**src/rtl/rooth_int_ctrl_if.sv**
```systemverilog
// rtl/rooth_int_ctrl_if.sv - request/ack/eoi handshake between interrupt controller and core
interface rooth_int_ctrl_if #(
    parameter int ID_W = 3
);
    logic            int_req_o;
    logic [ID_W-1:0] int_id_o;
    logic            int_ack_i;
    logic            int_eoi_i;

    modport master (
        output int_req_o,
        output int_id_o,
        input  int_ack_i,
        input  int_eoi_i
    );

    modport slave (
        input  int_req_o,
        input  int_id_o,
        output int_ack_i,
        output int_eoi_i
    );
endinterface

```
**src/rtl/rooth_int_ctrl.sv**
```systemverilog
// rtl/rooth_int_ctrl.sv - edge-latched, fixed-priority, non-nesting interrupt controller
module rooth_int_ctrl #(
    parameter int INT_NUM = 8,
    parameter int ID_W    = 3,
    parameter int SYNC_EN = 1
) (
    input  logic               clk,
    input  logic               rst_n,
    input  logic [INT_NUM-1:0] int_flag_i,
    input  logic [INT_NUM-1:0] int_en_i,
    input  logic               gie_i,
    rooth_int_ctrl_if.master   bus,
    output logic [INT_NUM-1:0] int_pending_o,
    output logic               int_busy_o
);
    typedef enum logic [1:0] {IDLE, REQ, SERVICE} state_t;

    state_t             state_q, state_d;
    logic               req_q, req_d;
    logic [ID_W-1:0]    id_q, id_d, sel;
    logic [INT_NUM-1:0] s, prev_q, pend_q, pend_d, edge_v, elig, id_hit;
    logic [1:0]         warm_q;
    logic               armed, cur_en;

    if (SYNC_EN != 0) begin : g_sync
        logic [INT_NUM-1:0] sync1_q, sync2_q;
        always_ff @(posedge clk or negedge rst_n) begin
            if (!rst_n) begin
                sync1_q <= '0;
                sync2_q <= '0;
            end else begin
                sync1_q <= int_flag_i;
                sync2_q <= sync1_q;
            end
        end
        assign s = sync2_q;
    end else begin : g_nosync
        assign s = int_flag_i;
    end

    // Edges stay masked until prev holds a real sample, so a line already
    // high at reset release must fall and rise again to be seen.
    localparam int WARM = (SYNC_EN != 0) ? 3 : 1;
    assign armed  = (warm_q == 2'(WARM));
    assign edge_v = armed ? (s & ~prev_q) : '0;
    assign elig   = gie_i ? (pend_q & int_en_i) : '0;

    always_comb begin
        id_hit = '0;
        for (int i = 0; i < INT_NUM; i++) begin
            id_hit[i] = (id_q == ID_W'(i));
        end
    end
    assign cur_en = |(int_en_i & id_hit);

    always_comb begin
        sel = '0;
        for (int i = INT_NUM - 1; i >= 0; i--) begin
            if (elig[i]) sel = ID_W'(i);
        end
    end

    // Set has priority over the ack-driven clear so a same-cycle edge survives.
    always_comb begin
        pend_d = pend_q;
        if (state_q == REQ && bus.int_ack_i) pend_d = pend_q & ~id_hit;
        pend_d = pend_d | edge_v;
    end

    always_comb begin
        state_d = state_q;
        req_d   = req_q;
        id_d    = id_q;
        case (state_q)
            IDLE: begin
                if (|elig) begin
                    id_d    = sel;
                    req_d   = 1'b1;
                    state_d = REQ;
                end
            end
            REQ: begin
                if (bus.int_ack_i) begin
                    req_d   = 1'b0;
                    state_d = SERVICE;
                end else if (!gie_i || !cur_en) begin
                    req_d   = 1'b0;
                    state_d = IDLE;
                end
            end
            SERVICE: begin
                if (bus.int_eoi_i) state_d = IDLE;
            end
            default: begin
                req_d   = 1'b0;
                state_d = IDLE;
            end
        endcase
    end

    always_ff @(posedge clk or negedge rst_n) begin
        if (!rst_n) begin
            state_q <= IDLE;
            req_q   <= 1'b0;
            id_q    <= '0;
            pend_q  <= '0;
            prev_q  <= '0;
            warm_q  <= '0;
        end else begin
            state_q <= state_d;
            req_q   <= req_d;
            id_q    <= id_d;
            pend_q  <= pend_d;
            prev_q  <= s;
            if (!armed) warm_q <= warm_q + 2'd1;
        end
    end

    assign bus.int_req_o = req_q;
    assign bus.int_id_o  = id_q;
    assign int_pending_o = pend_q;
    assign int_busy_o    = (state_q != IDLE);
endmodule

```
**src/flat_wrapper.sv**
```systemverilog
// flat-port wrapper written by rule: the top's interface ports become plain ports
module rooth_int_ctrl_flat 
#(
    parameter int INT_NUM = 8,
    parameter int ID_W    = 3,
    parameter int SYNC_EN = 1
)
  (clk, rst_n, int_flag_i, int_en_i, gie_i, int_pending_o, int_busy_o, bus_int_req_o, bus_int_id_o, bus_int_ack_i, bus_int_eoi_i);
  rooth_int_ctrl_if #(.ID_W(ID_W)) bus_i ();
  input  logic clk;
  input  logic rst_n;
  input  logic [INT_NUM-1:0] int_flag_i;
  input  logic [INT_NUM-1:0] int_en_i;
  input  logic gie_i;
  output logic [INT_NUM-1:0] int_pending_o;
  output logic int_busy_o;
  output wire logic [$bits(bus_i.int_req_o)-1:0] bus_int_req_o;
  output wire logic [$bits(bus_i.int_id_o)-1:0] bus_int_id_o;
  input wire logic [$bits(bus_i.int_ack_i)-1:0] bus_int_ack_i;
  input wire logic [$bits(bus_i.int_eoi_i)-1:0] bus_int_eoi_i;
  assign bus_int_req_o = bus_i.int_req_o;
  assign bus_int_id_o = bus_i.int_id_o;
  assign bus_i.int_ack_i = bus_int_ack_i;
  assign bus_i.int_eoi_i = bus_int_eoi_i;
  rooth_int_ctrl #(.INT_NUM(INT_NUM), .ID_W(ID_W), .SYNC_EN(SYNC_EN)) u_core (.clk(clk), .rst_n(rst_n), .int_flag_i(int_flag_i), .int_en_i(int_en_i), .gie_i(gie_i), .bus(bus_i), .int_pending_o(int_pending_o), .int_busy_o(int_busy_o));
endmodule
```
**config.mk**
```make
export PLATFORM = sky130hd
export DESIGN_NAME = rooth_int_ctrl_flat
export DESIGN_NICKNAME = d
export VERILOG_FILES = /design/src/rtl/rooth_int_ctrl_if.sv /design/src/rtl/rooth_int_ctrl.sv /design/src/flat_wrapper.sv
export SDC_FILE = /design/constraint.sdc
export NUM_CORES = 1
export LEC_CHECK = 0
export ABC_CLOCK_PERIOD_IN_PS = 1940
export BUFFER_PORTS_ARGS = -buffer_cell sky130_fd_sc_hd__buf_2
export CELL_PAD_IN_SITES_DETAIL_PLACEMENT = 1
export CELL_PAD_IN_SITES_GLOBAL_PLACEMENT = 1
export CORE_MARGIN = 1
export CORE_UTILIZATION = 44
export DETAILED_ROUTE_END_ITERATION = 8
export PLACE_DENSITY_LB_ADDON = 0.1
export SLEW_MARGIN = 20
export SYNTH_ARGS = -nofsm -noshare
export SYNTH_HDL_FRONTEND = slang
export SYNTH_SLANG_ARGS = --single-unit
```
**constraint.sdc**
```tcl
create_clock -name clk -period 1.94 [get_ports clk]
set_input_delay 0.582 -clock clk [delete_from_list [all_inputs] [get_ports clk]]
set_output_delay 0.582 -clock clk [all_outputs]
set_load 0.01 [all_outputs]
```
---- Yosys cells after proc, flatten, opt, wreduce, memory -nomap -nowiden ----
Cells that the tools add are included.
word-level totals
  output and inout bits ................... 13
  register bits after elaboration ......... 40
operators by class
  add/subtract/negate cells ............... 1
  eq/ne operators ......................... 13
  bitwise logic cells ..................... 8
  reductions and logical operators ........ 12
  muxes and demuxes ....................... 20
operator list
  kind                   count
  $and A8 B8 Y8          4
  $mux W3                8
  $mux W8                3
  $not A8 Y8             2
  $reduce_or A8 Y1       2
  $eq A3 B3 Y1 const B   4
  $mux W2                4
  $or A8 B8 Y8           1
  $eq A3 B2 Y1 const B   2
  $pmux W2 S3            1
  $reduce_and A3 Y1      2
  $eq A2 B2 Y1 const B   2
  $eq A3 B1 Y1 const B   1
  $logic_not A3 Y1       1
  $mux W1                3
  $ne A3 B3 Y1 const B   1
  $pmux W1 S3            1
  $add A2 B1 Y2 const B  1
  $eq A2 B1 Y1 const B   1
  $logic_not A1 Y1       2
  $logic_not A2 Y1       1
  $ne A2 B1 Y1 const B   1
  $ne A2 B2 Y1 const B   1
  $reduce_and A2 Y1      1
  other kinds (4)        4

---- Longest topological paths before layout ----
Gate-level depths: netlist of run 1.
  word-level depth ........................ 10
  mapped depth ............................ 5

---- Worst setup path before layout of run 1 ----
No wires, ideal clock.
  path kind ............................... input-to-reg
  from .................................... in int_en_i[6]
  to ...................................... reg u_core.id_q[0], in the netlist u_core.bus.int_id_o[0]
  buffers on the path ..................... 0
  library setup time ...................... 0.128 ns
  stages on the path ...................... 4
  data required time ...................... 1.812 ns
  slack ................................... 0.468 ns
  data arrival time ....................... 1.345 ns
  cells stage by stage .................... a22oi_2 > nand4_1 > nand3_1 > mux2_1
between the ends
  longest elaborated chain between the ends .. 9
  elaborated cells between the ends (all ways) .. 11
ends and longest elaborated chain
  what                    RTL line               source
  start: declaration      flat_wrapper.sv:13     input logic [INT_NUM-1:0] int_en_i;
  $and A8 B8 Y8 (*)       rooth_int_ctrl.sv:46   assign elig = gie_i ? (pend_q & int_en_i) : '0;
  $mux W8 (*)             rooth_int_ctrl.sv:46
  $mux W3 (7 in series)   rooth_int_ctrl.sv:59   if (elig[i]) sel = ID_W'(i);
  end signal: assignment  rooth_int_ctrl.sv:112  id_q <= id_d;
  end: declaration        rooth_int_ctrl.sv:20   logic [ID_W-1:0] id_q, id_d, sel;
Every way passes the cells marked *; elsewhere a longest branch is shown, timed or not.
A chain may end at the register's enable or synchronous reset.

---- Final worst setup path of run 1 ----
  from .................................... reg u_core.state_q[0]
  to ...................................... out int_busy_o
between the ends
  longest elaborated chain between the ends .. 1
ends and longest elaborated chain
  what                      RTL line               source
  start: declaration        rooth_int_ctrl.sv:18   state_t state_q, state_d;
  start signal: assignment  rooth_int_ctrl.sv:110  state_q <= state_d;
  $reduce_bool A2 Y1        rooth_int_ctrl.sv:122  assign int_busy_o = (state_q != IDLE);
  end: declaration          flat_wrapper.sv:16     output logic int_busy_o;
No other way between the ends.

==> results.json, run 1 <==
{
  "stdcell_count": 203,
  "worst_hold_path_type": "in2async",
  "routed_wl_mm": 3.22,
  "synth.avg_cell_area_um2": 12.6,
  "nNetsFinal": 181,
  "io_pins": 34,
  "finalHoldViolations": 0,
  "io_buffers": 33,
  "drtPass1Iterations": 4,
  "clock-sinks": 40,
  "yosysUniqueCellTypes": 31,
  "drc": 0,
  "row_count": 20,
  "synth_seq_area_share_pct": 66.3,
  "clock_skew_ns": 0.00787,
  "htreeDepth": 2,
  "drive_gt1_share_pct": 28.9,
  "vias_per_cell": 5.23,
  "core_area_um2": 3150,
  "synth-seq-cells": 40,
  "setup_viol": 0,
  "dp.cells": 196,
  "p_leak_nw": 0.792,
  "areaGrowthSynthToFinish_pct": 20.9,
  "vias": 1062,
  "start_util_pct": 47.9,
  "power_mw": 2.19,
  "antenna_found_initial": 0,
  "cp.required_ns": 1.36,
  "yosys_warnings": 0,
  "holdBufCountCts": 0,
  "fin_ws_ns": 0.138,
  "preCtsSetupSlack_ns": 0.207,
  "yosysTopAreaCellShare_pct": 66.3,
  "grt_pass1_wl_mm": 5.46,
  "crit_arrival_ns": 1.22,
  "final_cell_mix": "dfrtp_1 (40), buf_2 (33), nand2_1 (13)",
  "design.die.area_um2": 3670,
  "vdd_drop_max_mv": 0.602,
  "grt_pass1_vias": 1117,
  "slew_violations": 0,
  "rsz0062_at_grt": "false",
  "hpwl_mm": 2.44,
  "ant_nets": 0,
  "grt_usage_pct": 21.1,
  "grt_overflow_total": 0,
  "period_share_pct": 92.9,
  "fp.dieW_um": 60.6,
  "mappedNetlistArea_um2": 1510,
  "tightest_slew_ns": 0.481,
  "status": "completed",
  "gp_congestion": 0.868,
  "synthTopCellsByArea": "dfrtp_1 (66%), nand3b_1 (4.5%), nand2_1 (3.2%)",
  "fmax_mhz": 555,
  "finalSetupTns_ns": 0,
  "max_slew_margin_pct": 67.9,
  "die_h_um": 60.6,
  "pwr_density_cell_nw_per_um2": 1200,
  "synth_fp_nets": 142,
  "insertedDiodeCount": 0,
  "cts_resized": 0,
  "end_kind": "output port",
  "clk_pin_slew_ns": 0.11,
  "grt_max_degree": 41,
  "period_minus_slack_ns": 1.80,
  "clockBufferDepth": 2,
  "clockRootBuffer": "clkbuf_4",
  "cp_max_fo": 7,
  "wire_per_inst_um": 15.9,
  "cts_setup_buffers": 0,
  "synth_area_leader_cell": "dfrtp_1",
  "cp-start-kind": "flop",
  "multiInputGateArea_um2": 490,
  "clk_latency_ns": 0.33,
  "path_class": "reg2out",
  "syn_inst": 120,
  "final_common_cell": "dfrtp_1",
  "maxCapViolations": 0,
  "num-fill-cells": 350,
  "ff_latch_area_um2": 1000,
  "drtIter0Drc": 35,
  "cts_inserted_buffers": 5,
  "cts_tree": "yes"
}
[worst max-delay path, cell delays in order, from the launching register on]
cell	delay, ns
dfrtp_1	0.48
nor2_2	0.20
inv_1	0.08
buf_2	0.14
[flip-flops by register name, summed over array words and instances (netlist names)]
signal,cells
u_core.warm_q,2
u_core.g_sync.sync1_q,8
u_core.bus.int_id_o,3
u_core.int_pending_o,8
u_core.bus.int_req_o,1
u_core.g_sync.sync2_q,8
u_core.prev_q,8
u_core.state_q,2
[worst paths after layout]
check	from	endpoint	slack (ns)	cells past startpoint
max in group asynchronous	rst_n	u_core.g_sync.sync2_q[7]	1.30	2
worst min register to register	u_core.g_sync.sync1_q[6]	u_core.g_sync.sync2_q[6]	0.35	0
worst max register to register	u_core.int_pending_o[5]	u_core.bus.int_id_o[0]	0.50	4
min in group clk	u_core.g_sync.sync1_q[6]	u_core.g_sync.sync2_q[6]	0.35	0
worst max-delay path	u_core.state_q[0]	int_busy_o	0.14	3
worst min-delay path	rst_n	u_core.int_pending_o[6]	0.28	2
[cell families after synthesis]
group / count (synthesis) / synth area share, %
AND/OR/NAND/NOR: 40 / 14.9
adder cells (fa/ha/maj): 1 / 0.829
buffers and inverters: 4 / 1.16
flip-flops: 40 / 66.3
XOR/XNOR: 1 / 0.581
multiplexers: 6 / 4.15
AO/OA/AOI/OAI: 28 / 12.0
[power breakdown]
| part | internal (mW) | switching, mW |
|---|---|---|
| clock | 0.395 | 0.247 |
| combinational | 0.213 | 0.263 |
| sequential | 0.939 | 0.134 |
[Yosys cell counts (all sizes together)]
cell,instances
nand2,13
mux2,2
dfrtp,40
xnor2,1
a2111oi,1
and2,2
nand3b,9
nand4,2
inv,2
buf,2
mux2i,4
nor2,3
o211ai,2
o22ai,2
nand4b,1
nand3,3
or2b,1
o21ai,12
a31oi,1
a21oi,4
a22oi,5
a311o,1
or2,2
ha,1
nor3,1
nand2b,3
[cell type report]
type	count	area share (%)
clock inverters	2	3.29
well taps	44	3.02
inverters	2	0.412
clock buffers	5	2.06
flip-flops and latches	40	54.9
multi-input cells	76	26.9
repair buffers	34	9.47
[per-layer routing]
layer,GRT usage [%],up-vias,wire length (um)
li1,-,504,-
met1,25.7,531,1350
met2,36.4,25,1750
met3,5.76,2,109
met4,6.82,0,15
met5,0,-,0
[through the flow]
step	utilization, %	hold WS, ns	instance area (um2)
after global placement	54.8	0.333	1730
after floorplan	-	0.286	1510
final	57.9	0.281	1820
after detailed placement	54.8	0.336	1730
after global routing	57.9	0.297	1820
after CTS	57.9	0.303	1820
No activity file was read; power rests on OpenSTA's default activity.
==> inputs of run 2 (changes only) <==
--- a/config.mk
+++ b/config.mk
@@ -12,7 +12,7 @@
 export CORE_MARGIN = 1
 export CORE_UTILIZATION = 44
 export DETAILED_ROUTE_END_ITERATION = 8
-export PLACE_DENSITY_LB_ADDON = 0.1
+export PLACE_DENSITY = 0.82
 export SLEW_MARGIN = 20
 export SYNTH_ARGS = -nofsm -noshare
 export SYNTH_HDL_FRONTEND = slang
==> results.json, run 2 (same netlist as run 1, synthesis figures left out) <==
{
  "finalInstanceArea_um2": 1810,
  "p_sw_uw": 662,
  "fp.dieW_um": 60.6,
  "p_clk_share_pct": 25.1,
  "clk_pin_slew_ns": 0.11,
  "routed_wl_mm": 3.21,
  "drtIter0Drc": 47,
  "antenna_found_initial": 0,
  "clock_skew_ns": 0.00500,
  "period_minus_slack_ns": 1.85,
  "cts_tree": "yes",
  "maxCapViolations": 0,
  "p_leak_nw": 0.787,
  "status": "completed",
  "hpwl_mm": 2.43,
  "io_buffers": 33,
  "tightest_slew_ns": 0.480,
  "grt_max_degree": 41,
  "core_area_um2": 3150,
  "pwr_density_cell_nw_per_um2": 1150,
  "clock-sinks": 40,
  "grt_pass1_vias": 1160,
  "grt_overflow_total": 0,
  "worst_hold_path_type": "in2async",
  "htreeDepth": 2,
  "nNetsFinal": 182,
  "row_count": 20,
  "vdd_drop_max_mv": 0.614,
  "slew_violations": 0,
  "clockRootBuffer": "clkbuf_4",
  "period_share_pct": 95.4,
  "power_frac_seq_pct": 51.7,
  "cts_resized": 0,
  "crit_arrival_ns": 1.27,
  "comb_power_share_pct": 23.1,
  "grt_pass1_wl_mm": 5.33,
  "max_slew_margin_pct": 68.0,
  "wire_per_inst_um": 15.7,
  "io_pins": 34,
  "fin_ws_ns": 0.0883,
  "setup_viol": 0,
  "end_kind": "output port",
  "finalSetupTns_ns": 0,
  "rsz0062_at_grt": "false",
  "cp-start-kind": "flop",
  "gp_congestion": 0.968,
  "switching_share_pct": 31.7,
  "start_util_pct": 47.9,
  "vias_per_cell": 5.24,
  "p_int_mw": 1.42,
  "die_h_um": 60.6,
  "path_class": "reg2out",
  "insertedDiodeCount": 0,
  "crit_start": "u_core.state_q[0]",
  "drive_gt1_share_pct": 29.8,
  "areaGrowthSynthToFinish_pct": 20.2,
  "cp.required_ns": 1.36,
  "cts_inserted_buffers": 5,
  "clockBufferDepth": 2,
  "drc": 0,
  "design.die.area_um2": 3670,
  "placed_area_um2": 1730,
  "r2r-start": "u_core.int_pending_o[5]",
  "final_cell_mix": "dfrtp_1 (40), buf_2 (33), nand2_1 (13)",
  "final_common_cell": "dfrtp_1",
  "power_mw": 2.09,
  "preCtsSetupSlack_ns": 0.231,
  "fmax_mhz": 540,
  "cp_max_fo": 7,
  "holdBufCountCts": 0,
  "drtPass1Iterations": 3,
  "finalHoldViolations": 0,
  "ant_nets": 0,
  "cts_setup_buffers": 0,
  "grt_usage_pct": 20.6,
  "clk_latency_ns": 0.32,
  "vias": 1075
}
run 2: changes by cell type in the layout (fill, tap and decap cells not counted), sizes merged:
| cell | change |
|---|---|
| bufinv | -1 |
| clkinvlp | +1 |
| clkinv | +1 |
| buf | +1 |
run 2: through the flow:
step	hold WS [ns]	utilization, %	instances
global route	0.306	57.5	205
detailed placement	0.336	55.0	197
finish	0.284	57.5	205
floorplan	0.286	-	120
global placement	0.332	55.0	197
CTS	0.294	57.5	205
run 2: final timing paths:
check	endpoint	slack [ns]	depth (start not counted)
worst max register to register	u_core.bus.int_id_o[0]	0.53	4
min in group clk	u_core.g_sync.sync1_q[2]	0.35	1
max in group asynchronous	u_core.state_q[0]	1.32	2
worst max-delay path	int_busy_o	0.09	3
worst min-delay path	u_core.bus.int_id_o[1]	0.28	2
worst min register to register	u_core.g_sync.sync2_q[5]	0.36	0
run 2: power groups by stage:
stage	Sequential (mW)	Combinational [mW]	Clock, mW
detailed placement	1.10	0.484	0
CTS	1.08	0.488	0.546
floorplan	1.07	0.279	0
finish	1.08	0.482	0.524
global route	1.09	0.535	0.581
global placement	1.09	0.476	0
run 2: final cells by class:
class                      count  area (um2)
fill                         345        1340
sequential                    40        1000
multi-input combinational     76         490
timing repair buffer          35         180
tap                           44        55.1
clock inverter                 3        42.5
clock buffer                   5        37.5
inverter                       2        7.51
run 2: worst max-delay path, cell delays in order (launching register included):
cell	delay [ns]
dfrtp_1	0.48
nor2_2	0.24
inv_1	0.08
buf_2	0.14
run 2: per-layer routing:
layer	share of wire [%]	track usage, %	vias up	wire length, um
met4	0.40	4.87	0	13
met2	52	36.6	28	1670
met1	43	25.4	535	1390
met5	0	0	-	0
li1	-	-	510	-
met3	4.2	5.12	2	135
==> inputs of run 3 (changes only) <==
--- a/config.mk
+++ b/config.mk
@@ -5,14 +5,15 @@
 export SDC_FILE = /design/constraint.sdc
 export NUM_CORES = 1
 export LEC_CHECK = 0
-export ABC_CLOCK_PERIOD_IN_PS = 1940
+export ABC_CLOCK_PERIOD_IN_PS = 2400
 export BUFFER_PORTS_ARGS = -buffer_cell sky130_fd_sc_hd__buf_2
 export CELL_PAD_IN_SITES_DETAIL_PLACEMENT = 1
 export CELL_PAD_IN_SITES_GLOBAL_PLACEMENT = 1
 export CORE_MARGIN = 1
 export CORE_UTILIZATION = 44
 export DETAILED_ROUTE_END_ITERATION = 8
-export PLACE_DENSITY = 0.82
+export HOLD_SLACK_MARGIN = 0.15
+export PLACE_DENSITY_LB_ADDON = 0.05
 export SLEW_MARGIN = 20
 export SYNTH_ARGS = -nofsm -noshare
 export SYNTH_HDL_FRONTEND = slang
==> constraint.sdc (replaced) <==
create_clock -name clk -period 2.4 [get_ports clk]
set_input_delay 0.72 -clock clk [delete_from_list [all_inputs] [get_ports clk]]
set_output_delay 0.72 -clock clk [all_outputs]
set_load 0.01 [all_outputs]
==> results.json, run 3 (same netlist as run 1, synthesis figures left out) <==
{
  "ff_latch_area_um2": 1000,
  "max_slew_margin_pct": 68.5,
  "fmax_mhz": 506,
  "hpwl_mm": 2.60,
  "drc": 0,
  "clock_skew_ns": 0.00551,
  "grt_pass1_wl_mm": 5.33,
  "cp_max_fo": 7,
  "design.die.area_um2": 3670,
  "row_count": 20,
  "path_class": "reg2out",
  "routed_wl_mm": 3.30,
  "areaGrowthSynthToFinish_pct": 20.9,
  "final_common_cell": "dfrtp_1",
  "cts_resized": 0,
  "cp.required_ns": 1.68,
  "grt_overflow_total": 0,
  "worst_hold_path_type": "reg2reg",
  "cp-start-kind": "flop",
  "cts_inserted_buffers": 5,
  "vias": 1067,
  "status": "completed",
  "holdBufCountCts": 0,
  "slew_violations": 0,
  "multiInputGateArea_um2": 490,
  "io_pins": 34,
  "insertedDiodeCount": 0,
  "maxCapViolations": 0,
  "setup_viol": 0,
  "antenna_found_initial": 0,
  "ant_nets": 0,
  "slowest_stage": "dfrtp_1",
  "rsz0062_at_grt": "false",
  "final_util_pct": 57.9,
  "pwr_density_cell_nw_per_um2": 977,
  "grt_max_degree": 41,
  "period_share_pct": 82.3,
  "drtIter0Drc": 35,
  "end_kind": "output port",
  "clockRootBuffer": "clkbuf_4",
  "clock-sinks": 40,
  "cts_tree": "yes",
  "drive_gt1_share_pct": 28.9,
  "start_util_pct": 47.9,
  "period_minus_slack_ns": 1.97,
  "finalSetupTns_ns": 0,
  "clk_latency_ns": 0.33,
  "worst-path-buf-inv": 2,
  "clk_pin_slew_ns": 0.11,
  "grt_usage_pct": 21.0,
  "p_leak_nw": 0.792,
  "fp.dieW_um": 60.6,
  "path_cells": "nor2_2, inv_1, buf_2",
  "io_buffers": 33,
  "wire_per_inst_um": 16.3,
  "vias_per_cell": 5.26,
  "num-fill-cells": 353,
  "grt_pass1_vias": 1104,
  "htreeDepth": 2,
  "crit_arrival_ns": 1.25,
  "crit_family": "flip-flops",
  "cpPeakStageDelay_ns": 0.48,
  "vdd_drop_max_mv": 0.430,
  "tightest_slew_ns": 0.473,
  "cts_setup_buffers": 0,
  "final_cell_mix": "dfrtp_1 (40), buf_2 (33), nand2_1 (13)",
  "core_area_um2": 3150,
  "drtPass1Iterations": 6,
  "die_h_um": 60.6,
  "clockBufferDepth": 2,
  "nNetsFinal": 181,
  "gp_congestion": 0.890,
  "finalHoldViolations": 0
}
## run 3: power breakdown
group          leakage (nW)  switching [mW]  internal, mW  total (mW)
Clock                0.0513           0.199         0.319       0.518
Combinational         0.297           0.218         0.172       0.391
Sequential            0.444           0.114         0.759       0.873
## run 3: worst paths after layout
check,slack (ns),depth (start not counted),startpoint,end
max,0.43,3,u_core.state_q[0],int_busy_o
min in group asynchronous,0.42,2,rst_n,u_core.bus.int_id_o[1]
min,0.36,0,u_core.g_sync.sync1_q[4],u_core.g_sync.sync2_q[4]
min reg2reg,0.36,0,u_core.g_sync.sync1_q[4],u_core.g_sync.sync2_q[4]
max in group asynchronous,1.66,2,rst_n,u_core.int_pending_o[1]
max reg2reg,0.94,4,u_core.int_pending_o[5],u_core.bus.int_id_o[0]
## run 3: final cells by class
type | instances | share of cell area, %
Timing Repair Buffer | 34 | 9.47
Inverter | 2 | 0.412
Tap cell | 44 | 3.02
Clock inverter | 2 | 3.29
Multi-Input combinational cell | 76 | 26.9
Sequential cell | 40 | 54.9
Clock buffer | 5 | 2.06
## run 3: per-layer routing
layer	GRT usage, %	up-vias	share of wire [%]	wire length [um]
met5	0	-	0	0
met4	7.79	0	1.7	57
met3	5.33	8	4.7	155
met2	35.9	30	52	1710
met1	25.7	520	42	1380
li1	-	509	-	-
## run 3: stage by stage
step	instances	hold WS, ns	worst slack (ns)	area [um2]	total power, mW
global route	203	0.366	0.349	1820	1.89
floorplan	120	0.331	0.790	1510	1.09
detailed placement	196	0.336	0.530	1730	1.28
CTS	203	0.363	0.384	1820	1.81
global placement	196	0.333	0.573	1730	1.27
finish	203	0.358	0.426	1820	1.78
